[config.mk]
export PLATFORM = sky130hd
export DESIGN_NAME = tick_debouncer
export DESIGN_NICKNAME = d
export VERILOG_FILES = /design/src/rtl/tick_debouncer.sv
export SDC_FILE = /design/constraint.sdc
export NUM_CORES = 1
export LEC_CHECK = 0
export CORE_AREA = 2 2 39 41
export CTS_BUF_LIST = sky130_fd_sc_hd__clkbuf_4
export CTS_CLUSTER_DIAMETER = 100
export DETAILED_ROUTE_END_ITERATION = 16
export DIE_AREA = 0 0 41 43
export PLACE_DENSITY_LB_ADDON = 0.15
export SLEW_MARGIN = 20
export SYNTH_ARGS = -nofsm -noshare
export SYNTH_HDL_FRONTEND = slang
export SYNTH_SLANG_ARGS = --single-unit
[constraint.sdc]
create_clock -name clk -period 1.6 [get_ports clk]
set_clock_uncertainty 0.2 [all_clocks]
set_input_delay 0.16 -clock clk [delete_from_list [all_inputs] [get_ports clk]]
set_output_delay 0.16 -clock clk [all_outputs]
set_load 0.01 [all_outputs]
[src/rtl/tick_debouncer.sv]
// Tick-paced switch debouncer: a SYNC_STAGES flop synchronizer feeds a four-state
// FSM that commits a level change only after STABLE_TICKS stable timer ticks.
// Optional aborted-debounce counter port glitch_cnt: define TICK_DEBOUNCER_GLITCH_CNT_EN.
module tick_debouncer #(
   parameter int unsigned STABLE_TICKS = 3,
   parameter int unsigned SYNC_STAGES  = 2
) (
   input  logic       clk,
   input  logic       reset,
   input  logic       tick,
   input  logic       sw_in,
   output logic       db_level,
   output logic       db_rise,
   output logic       db_fall
`ifdef TICK_DEBOUNCER_GLITCH_CNT_EN
   ,
   output logic [7:0] glitch_cnt
`endif
);

   localparam int unsigned CNT_W = $clog2(STABLE_TICKS + 1);
   localparam logic [CNT_W-1:0] CNT_DONE = CNT_W'(STABLE_TICKS);

   typedef enum logic [1:0] {
      ZERO  = 2'd0,
      WAIT1 = 2'd1,
      ONE   = 2'd2,
      WAIT0 = 2'd3
   } state_t;

   logic [SYNC_STAGES-1:0] sync_q, sync_d;
   logic                   s_in;
   state_t                 state_q, state_d;
   logic [CNT_W-1:0]       cnt_q, cnt_d, cnt_inc;
   logic                   level_q, level_d;
   logic                   rise_q, rise_d;
   logic                   fall_q, fall_d;
`ifdef TICK_DEBOUNCER_GLITCH_CNT_EN
   logic [7:0]             glitch_q, glitch_d;
   logic                   abort;
`endif

   assign sync_d = {sync_q[SYNC_STAGES-2:0], sw_in};
   assign s_in   = sync_q[SYNC_STAGES-1];

   // A level change on s_in always beats a tick that arrives in the same cycle.
   always_comb begin
      state_d = state_q;
      cnt_d   = cnt_q;
      cnt_inc = cnt_q + CNT_W'(1);
      case (state_q)
         ZERO: begin
            if (s_in) begin
               state_d = WAIT1;
               cnt_d   = '0;
            end
         end
         WAIT1: begin
            if (!s_in) begin
               state_d = ZERO;
            end else if (tick) begin
               cnt_d = cnt_inc;
               if (cnt_inc == CNT_DONE) state_d = ONE;
            end
         end
         ONE: begin
            if (!s_in) begin
               state_d = WAIT0;
               cnt_d   = '0;
            end
         end
         WAIT0: begin
            if (s_in) begin
               state_d = ONE;
            end else if (tick) begin
               cnt_d = cnt_inc;
               if (cnt_inc == CNT_DONE) state_d = ZERO;
            end
         end
         default: begin
            state_d = ZERO;
            cnt_d   = '0;
         end
      endcase

      level_d = (state_d == ONE) || (state_d == WAIT0);
      rise_d  = (state_q == WAIT1) && (state_d == ONE);
      fall_d  = (state_q == WAIT0) && (state_d == ZERO);
   end

`ifdef TICK_DEBOUNCER_GLITCH_CNT_EN
   // Aborted debounces only; saturates rather than wrapping.
   always_comb begin
      abort    = ((state_q == WAIT1) && (state_d == ZERO)) ||
                 ((state_q == WAIT0) && (state_d == ONE));
      glitch_d = glitch_q;
      if (abort && (glitch_q != 8'hFF)) glitch_d = glitch_q + 8'd1;
   end
`endif

   always_ff @(posedge clk or posedge reset) begin
      if (reset) begin
         sync_q   <= '0;
         state_q  <= ZERO;
         cnt_q    <= '0;
         level_q  <= 1'b0;
         rise_q   <= 1'b0;
         fall_q   <= 1'b0;
`ifdef TICK_DEBOUNCER_GLITCH_CNT_EN
         glitch_q <= 8'd0;
`endif
      end else begin
         sync_q   <= sync_d;
         state_q  <= state_d;
         cnt_q    <= cnt_d;
         level_q  <= level_d;
         rise_q   <= rise_d;
         fall_q   <= fall_d;
`ifdef TICK_DEBOUNCER_GLITCH_CNT_EN
         glitch_q <= glitch_d;
`endif
      end
   end

   assign db_level = level_q;
   assign db_rise  = rise_q;
   assign db_fall  = fall_q;
`ifdef TICK_DEBOUNCER_GLITCH_CNT_EN
   assign glitch_cnt = glitch_q;
`endif

endmodule

* Word level (Yosys, flattened, before mapping) *
Cells that the tools add are included.

storage, ports and cells
  input bits = 4
  word-level logic and storage cells = 38
  register bits = 9
  output and inout bits = 3

operators by class
  reduce and logical (&&, ||, !) cells = 6
  multiplexer cells = 15
  eq/ne operators = 10
  add/subtract/negate cells = 1

operators by type and width
  kind                                                                    count
  2-bit 2-to-1 mux                                                        13
  2-bit one-hot mux with 4 select lines                                   2
  2-bit equality test (second input constant)                             5
  2-bit != test (second input constant)                                   4
  2-bit logical NOT                                                       2
  4-bit AND reduction                                                     1
  2-bit by 1-bit adder with 2-bit output (second input constant)          1
  2-bit by 1-bit equality test with 1-bit output (second input constant)  1
  1-bit logical AND                                                       2
  1-bit logical OR                                                        1

* Depth between registers and ports, before layout *
Gate-level depths: netlist of the first run.

  word-level depth = 8
  gate-level depth with buffers = 4
  mapped depth without buffers = 4

* Worst setup path after synthesis of the first run *
No wires, ideal clock.

  path kind = register -> register
  start = reg cnt_q[0]
  end = reg level_q (netlist: db_level)
  stages on the path, launching flop included = 5
  setup time = 128 ps
  arrival time = 947 ps
  path slack = 325 ps
  clock period less this slack = 1275 ps
  buffers on the path = 0
  required time = 1272 ps
  path through = dfrtp_1 -> inv_1 -> ha_1 -> nand3_2 -> mux2_1

on the way
  cells in the longest elaborated chain, start to end = 8
  elaborated cells between the ends (all ways) = 12
  those cells by class = add/sub: 1; eq/ne: 3; mux: 7; reduce/logical: 1

ends and longest elaborated chain
  what                                        line    text
  start, declared                             34      logic [CNT_W-1:0] cnt_q, cnt_d, cnt_inc;
  start signal, assigned                      115     cnt_q <= cnt_d;
  2-bit by 1-bit adder with 2-bit output *    50      cnt_inc = cnt_q + CNT_W'(1);
  2-bit equality test *                       63, 77
  2-bit 2-to-1 mux, on equally long branches  77, 63
  2-bit 2-to-1 mux, on equally long branches  75, 61
  2-bit 2-to-1 mux, on equally long branches  73, 59
  2-bit one-hot mux with 4 select lines *     51      case (state_q)
  2-bit equality test                         86      level_d = (state_d == ONE) || (state_d == WAIT0);
  1-bit logical OR *                          86
  net level_d                                 35      logic level_q, level_d;
  end signal, assigned                        116     level_q <= level_d;
  end, declared                               35

The timed path passes the listed nets; every way through them passes the cells marked *.
A chain may end at the register's enable or synchronous reset.

* Final worst setup path of the first run *
  start = reg level_q (netlist: db_level)
  end = out db_level

RTL lines
  what           line  text
  end, declared  12    output logic db_level,

No word-level cell between the ends.

==> results by group, run 1 <==
Global route
  – Global Route Usage Sum: 8.418%
  – Vias in the first global route: between 200 and 250
  – Antenna violations before repair: 0
  – Largest net degree at the start of global routing: 9
  – Gr ovfl total: 0
  – First-pass GRT wire length: between 800 and 900 um

Logic synthesis
  – Post-synth cell types: 11
  – Ys Warns: 0
  – Syn Inst Count: 23
  – Avg Inst Size Synth: around 14 um2
  – Syn Nets: 28
  – Area of the mapped netlist: 322.8 um2
  – Seq/Total Area, Yosys: between 60% and 70%
  – Yosys reg bits: 8

Place
  – Port bufs: 6
  – GPL Wtd Cong: 0.6168
  – DP HPWL: 375 um

Job
  – Maxcap violations: 0

Power
  – VDD IR max: 552.8 uV
  – Pwr per Cell Area: 1448 nW/um2
  – Total power: 652.1 uW
  – Leakage power: 0.0002066 uW

Route
  – Via count: 199
  – Number of DRC markers in iteration 0: 1
  – Pre-Repair DR Iteration Count: 2
  – DRT antenna net count: 0
  – DR WL/cell: 9.922 um
  – Remaining DRCs: 0
  – Vias/cell: roughly 3.9
  – Final WL: 506 um

Floorplan
  – Die height: 43 um
  – Die W: 41 um
  – Core Rows: 14
  – Initial Util: 23.33%
  – Die area: 1763 um2
  – Core area: 1384 um2
  – # IOs: 7

STA
  – Worst Tran Pin Value: around 0.3 ns
  – Max Freq: between 600 and 700 MHz
  – Fin Setup TNS: 0 ns
  – RSZ-0062 raised after global routing: no
  – Max Transition Viols Final: 0
  – Hold violation count in the final report: 0
  – Clock period minus worst slack: 1.545 ns
  – Tcrit/Tclk final: 96.58%
  – Final setup vio count: 0
  – Worst slew margin: 79.93%

CTS
  – Num CTS Buffers: 3
  – Clock-pin slew on the worst setup and hold paths: 0.05 ns
  – Number of gates resized after cts: 0
  – Cell at the root of the clock tree: clkbuf_4
  – H-tree depth: 1
  – Clock Sinks: 8
  – Clk Latency, worst-skew pair: 0.24 ns
  – Clock Tree Buf Depth: 2
  – CTS tree: built

Critical path
  – Crit start category: flip-flop
  – Crit Path Class: reg2out
  – Crit path DAT: 1.19 ns
  – Crit. End Element: output port
  – Crit Path Max Fanout: 4
  – Max stage delay on crit path: 0.55 ns
  – Buf/Inv on CP: 1
  – WP data required: 1.24 ns
  – CP max-delay cell: clkdlybuf4s50_1
  – Family with the most delay on the worst path: buffers and inverters
  – Critical-path cell list: clkdlybuf4s50_1

Layout
  – # diodes: 0
  – Register Area: 200.2 um2
  – Area growth, synth to finish: 39.53%
  – Layout cells sized above 1: around a quarter
  – Area of the multi-input gates: 115.1 um2
  – Layout fillers: 144
  – Nets: 42
  – Commonest non-fill, non-tap cell in the layout: dfrtp_1
  – Most frequent cells in the layout: dfrtp_1 (8), clkdlybuf4s50_1 (6), clkbuf_4 (3)

Status
  – Status: completed

Worst hold path
  – Worst hold path class: reg2reg
-- registers in the layout, indices dropped and copies added, names as in the netlist --
name      count
db_rise       1
db_level      1
state_q       1
db_fall       1
sync_q        2
cnt_q         2
-- per-stage QoR --
| stage | hold slack [ns] | std cells | cell area (um2) | setup WS, ns | utilization [%] |
|---|---|---|---|---|---|
| 5_1_grt | 0.1527 | 51 | 450.4 | 0.004008 | 32.55 |
| 4_1_cts | 0.1419 | 49 | 435.4 | 0.004489 | 31.46 |
| 2_1_floorplan | -0.2243 | 23 | 322.8 | 0.3250 | - |
| 6_report | 0.1492 | 51 | 450.4 | 0.05474 | 32.55 |
| 3_5_place_dp | 0.1411 | 45 | 402.9 | 0.04508 | 29.11 |
| 3_3_place_gp | 0.1414 | 45 | 402.9 | 0.1014 | 29.11 |
-- metal layers --
layer	wire (um)	part of all wire, %	GRT usage, %	up-vias
met5	0	0	0	-
met4	0	0	10.00	0
met3	33	6.5	4.712	0
met2	249	49	8.750	4
met1	224	44	10.30	94
li1	-	-	-	101
-- area by class of cell --
class | instances | share of cell area (%)
Sequential cell | 8 | 44.44
Tap cell | 16 | 4.444
Timing Repair Buffer | 9 | 18.89
Clock buffer | 3 | 5.000
Inverter | 2 | 1.667
Multi-Input combinational cell | 13 | 25.56
-- synth_stat cells --
cell type / count / area (um2)
inv_1: 2 / 7.510
nor3b_1: 2 / 15.01
nand3b_4: 1 / 20.02
o21ai_1: 2 / 10.01
nand3_2: 1 / 10.01
dfrtp_1: 8 / 200.2
mux2_1: 1 / 11.26
o21ai_0: 2 / 10.01
xnor2_1: 1 / 8.760
ha_1: 1 / 12.51
and2b_2: 2 / 17.52
-- path summary, 6_finish.rpt --
kind,startpoint,to,slack (ns),depth (start not counted)
max,db_level$_DFF_PP0_,db_level,0.05,1
max reg2reg,db_level$_DFF_PP0_,cnt_q[0]$_DFFE_PP0P_,0.23,4
min in group asynchronous,reset,sync_q[0]$_DFF_PP0_,0.52,3
min,sync_q[0]$_DFF_PP0_,sync_q[1]$_DFF_PP0_,0.15,0
max in group asynchronous,reset,state_q[0]$_DFF_PP0_,0.45,3
min reg2reg,sync_q[0]$_DFF_PP0_,sync_q[1]$_DFF_PP0_,0.15,0
-- report_power, final --
group	total, uW	internal, uW	switching, uW
Sequential	301	255	46.0
Combinational	204	127	76.5
Clock	147	85.4	62.1
-- logic make-up after synthesis --
group / synth area share, %
xor+xnor: 2.714
buf+inv: 2.326
flops: 62.01
mux: 3.488
fa+ha+maj: 3.875
simple gates: 19.38
compound gates: 6.202
-- timing repair --
| item | 4_1_cts | 5_1_grt |
|---|---|---|
| hold endpoints to repair | 8 | 0 |
| setup endpoints to repair | 0 | 1 |
| hold buffers | 1 | 0 |
| buffers inserted | 0 | 2 |
Note: power is estimated with default switching activity, not from simulation.
==> run 2: changes to the inputs <==
ABC_CLOCK_PERIOD_IN_PS = 1600   (was not set)
CORE_AREA = 5 5 42 44   (was 2 2 39 41)
DIE_AREA = 0 0 47 49   (was 0 0 41 43)
==> results by group, run 2 (synthesized netlist as in run 1, its figures left out) <==
Layout
  – Register Area: 200.2 um2 (unchanged)
  – Area of the multi-input gates: 115.1 um2 (unchanged)
  – Layout cells sized above 1: 21.21% (-4.5 points)
  – Commonest non-fill, non-tap cell in the layout: dfrtp_1
  – Largest regs: cnt_q x2, sync_q x2
  – Nets: 40 (-4.8%)
  – Design area: 437.9 um2 (-2.8%)
  – Most frequent cells in the layout: dfrtp_1 (8), clkdlybuf4s50_1 (5), clkbuf_4 (3)
  – Area growth, synth to finish: 35.66%
  – # diodes: 0 (unchanged)
  – Layout fillers: 157 (+9.0%)

Critical path
  – Crit. End Element: output port
  – Max stage delay on crit path: 0.53 ns (-0.02 ns)
  – Crit start category: flip-flop
  – Crit Path Max Fanout: 1 (-3)
  – WP data required: 1.24 ns (about the same)
  – CP max-delay cell: clkdlybuf4s50_1
  – Crit path DAT: 1.09 ns (-0.10 ns)
  – Buf/Inv on CP: 1 (unchanged)
  – Family with the most delay on the worst path: buffers and inverters
  – Critical-path cell list: clkdlybuf4s50_1
  – Crit Path Class: reg2out

Route
  – Remaining DRCs: 0 (unchanged)
  – DR WL/cell: 9.980 um (+0.58%)
  – Number of DRC markers in iteration 0: 0 (-1)
  – Vias/cell: 4.143 (+6.2%)
  – DRT antenna net count: 0 (unchanged)
  – Final WL: 489 um (-3.4%)
  – Via count: 203 (+2.0%)
  – Pre-Repair DR Iteration Count: 1 (-1)

CTS
  – Clock Tree Buf Depth: 2 (unchanged)
  – Num CTS Buffers: 3 (unchanged)
  – Clock Sinks: 8 (unchanged)
  – Setup Fix Bufs, Post-CTS: 0 (unchanged)
  – CTS tree: built
  – H-tree depth: 1 (unchanged)
  – Cell at the root of the clock tree: clkbuf_4
  – Clk Latency, worst-skew pair: 0.24 ns (about the same)
  – Clock-pin slew on the worst setup and hold paths: 0.05 ns (about the same)

STA
  – Max Freq: 688.4 MHz (+6.4%)
  – Worst Tran Pin Value: 0.2878 ns (-0.01286 ns)
  – Tcrit/Tclk final: 90.78% (-5.8 points)
  – Worst slew margin: 80.68% (+0.74 points)
  – Clock period minus worst slack: 1.453 ns (-0.09272 ns)
  – Fin Setup TNS: 0 ns (unchanged)
  – RSZ-0062 raised after global routing: no
  – Hold violation count in the final report: 0 (unchanged)
  – Final setup vio count: 0 (unchanged)
  – Max Transition Viols Final: 0 (unchanged)

Global route
  – First-pass GRT wire length: 897 um (+4.1%)
  – Largest net degree at the start of global routing: 9 (unchanged)
  – Antenna violations before repair: 0 (unchanged)
  – Gr ovfl total: 0 (unchanged)
  – Vias in the first global route: 227 (+10%)
  – Global Route Usage Sum: 5.611% (-2.8 points)

Floorplan
  – Die area: 2303 um2 (+31%)
  – Initial Util: 23.04% (-0.29 points)
  – Die height: 49 um (+14%)
  – Die W: 47 um (+15%)
  – Core Rows: 14 (unchanged)
  – Core area: 1401 um2 (+1.3%)
  – # IOs: 7 (unchanged)

Status
  – Status: completed

Worst hold path
  – Worst hold path class: reg2reg

Power
  – Pwr per Cell Area: 1398 nW/um2 (-3.4%)
  – VDD IR max: 528.3 uV (-4.4%)
  – Leakage power: 0.0002104 uW (+1.8%)

Place
  – GPL Wtd Cong: 0.6795 (+10%)
  – Placed Area: 402.9 um2 (unchanged)
  – Port bufs: 6 (unchanged)

Job
  – Maxcap violations: 0 (unchanged)
## run 2: cell count changes in the layout (fill, tap and decap cells not counted), sizes merged
| cell | delta |
|---|---|
| clkdlybuf4s50 | -1 |
| buf | -2 |
| dlymetal6s2s | +1 |
## run 2: report_power, final
part	internal (uW)	switching [uW]	leakage [uW]
Clock	85.2	59.7	0.0000138
Combinational	99.2	66.9	0.0000941
Sequential	255	46.1	0.000102
Total	439	173	0.000210
## run 2: stage by stage
step | hold slack [ns] | worst slack [ns] | utilization (%) | power [uW] | instances
after floorplan | -0.2243 | 0.3250 | - | 415.4 | 23
after global placement | 0.1418 | 0.09779 | 28.75 | 468.3 | 45
after detailed placement | 0.1411 | 0.07490 | 28.75 | 477.1 | 45
after CTS | 0.1460 | 0.008856 | 31.07 | 630.7 | 49
after global routing | 0.1472 | 0.1183 | 31.25 | 660.7 | 49
final | 0.1523 | 0.1475 | 31.25 | 612.1 | 49
## run 2: final timing paths
path | startpoint | to | slack [ns] | cells after the start
min in group asynchronous | reset | state_q[0]$_DFF_PP0_ | 0.51 | 3
worst min-delay path | sync_q[0]$_DFF_PP0_ | sync_q[1]$_DFF_PP0_ | 0.15 | 0
worst max register to register | cnt_q[0]$_DFFE_PP0P_ | db_level$_DFF_PP0_ | 0.26 | 4
worst max-delay path | db_fall$_DFF_PP0_ | db_fall | 0.15 | 1
max in group asynchronous | reset | cnt_q[0]$_DFFE_PP0P_ | 0.46 | 3
worst min register to register | sync_q[0]$_DFF_PP0_ | sync_q[1]$_DFF_PP0_ | 0.15 | 0
## run 2: area by class of cell
type | count | area share (%)
sequential | 8 | 45.71
multi-input combinational | 13 | 26.29
timing repair buffer | 7 | 16.57
clock buffer | 3 | 5.143
tap | 16 | 4.571
inverter | 2 | 1.714
## run 2: what timing repair did
action                                 CTS  global route
resized for setup                        0             1
setup endpoints to repair                0             1
endpoints found under the hold margin    8             0
hold buffers                             1             0
## run 2: per-layer routing
layer	routed length [um]	track usage, %	vias to the layer above
met5	0	0	-
met1	205	5.869	99
met2	244	7.466	4
met4	4	5.530	0
li1	-	-	98
met3	35	2.952	2
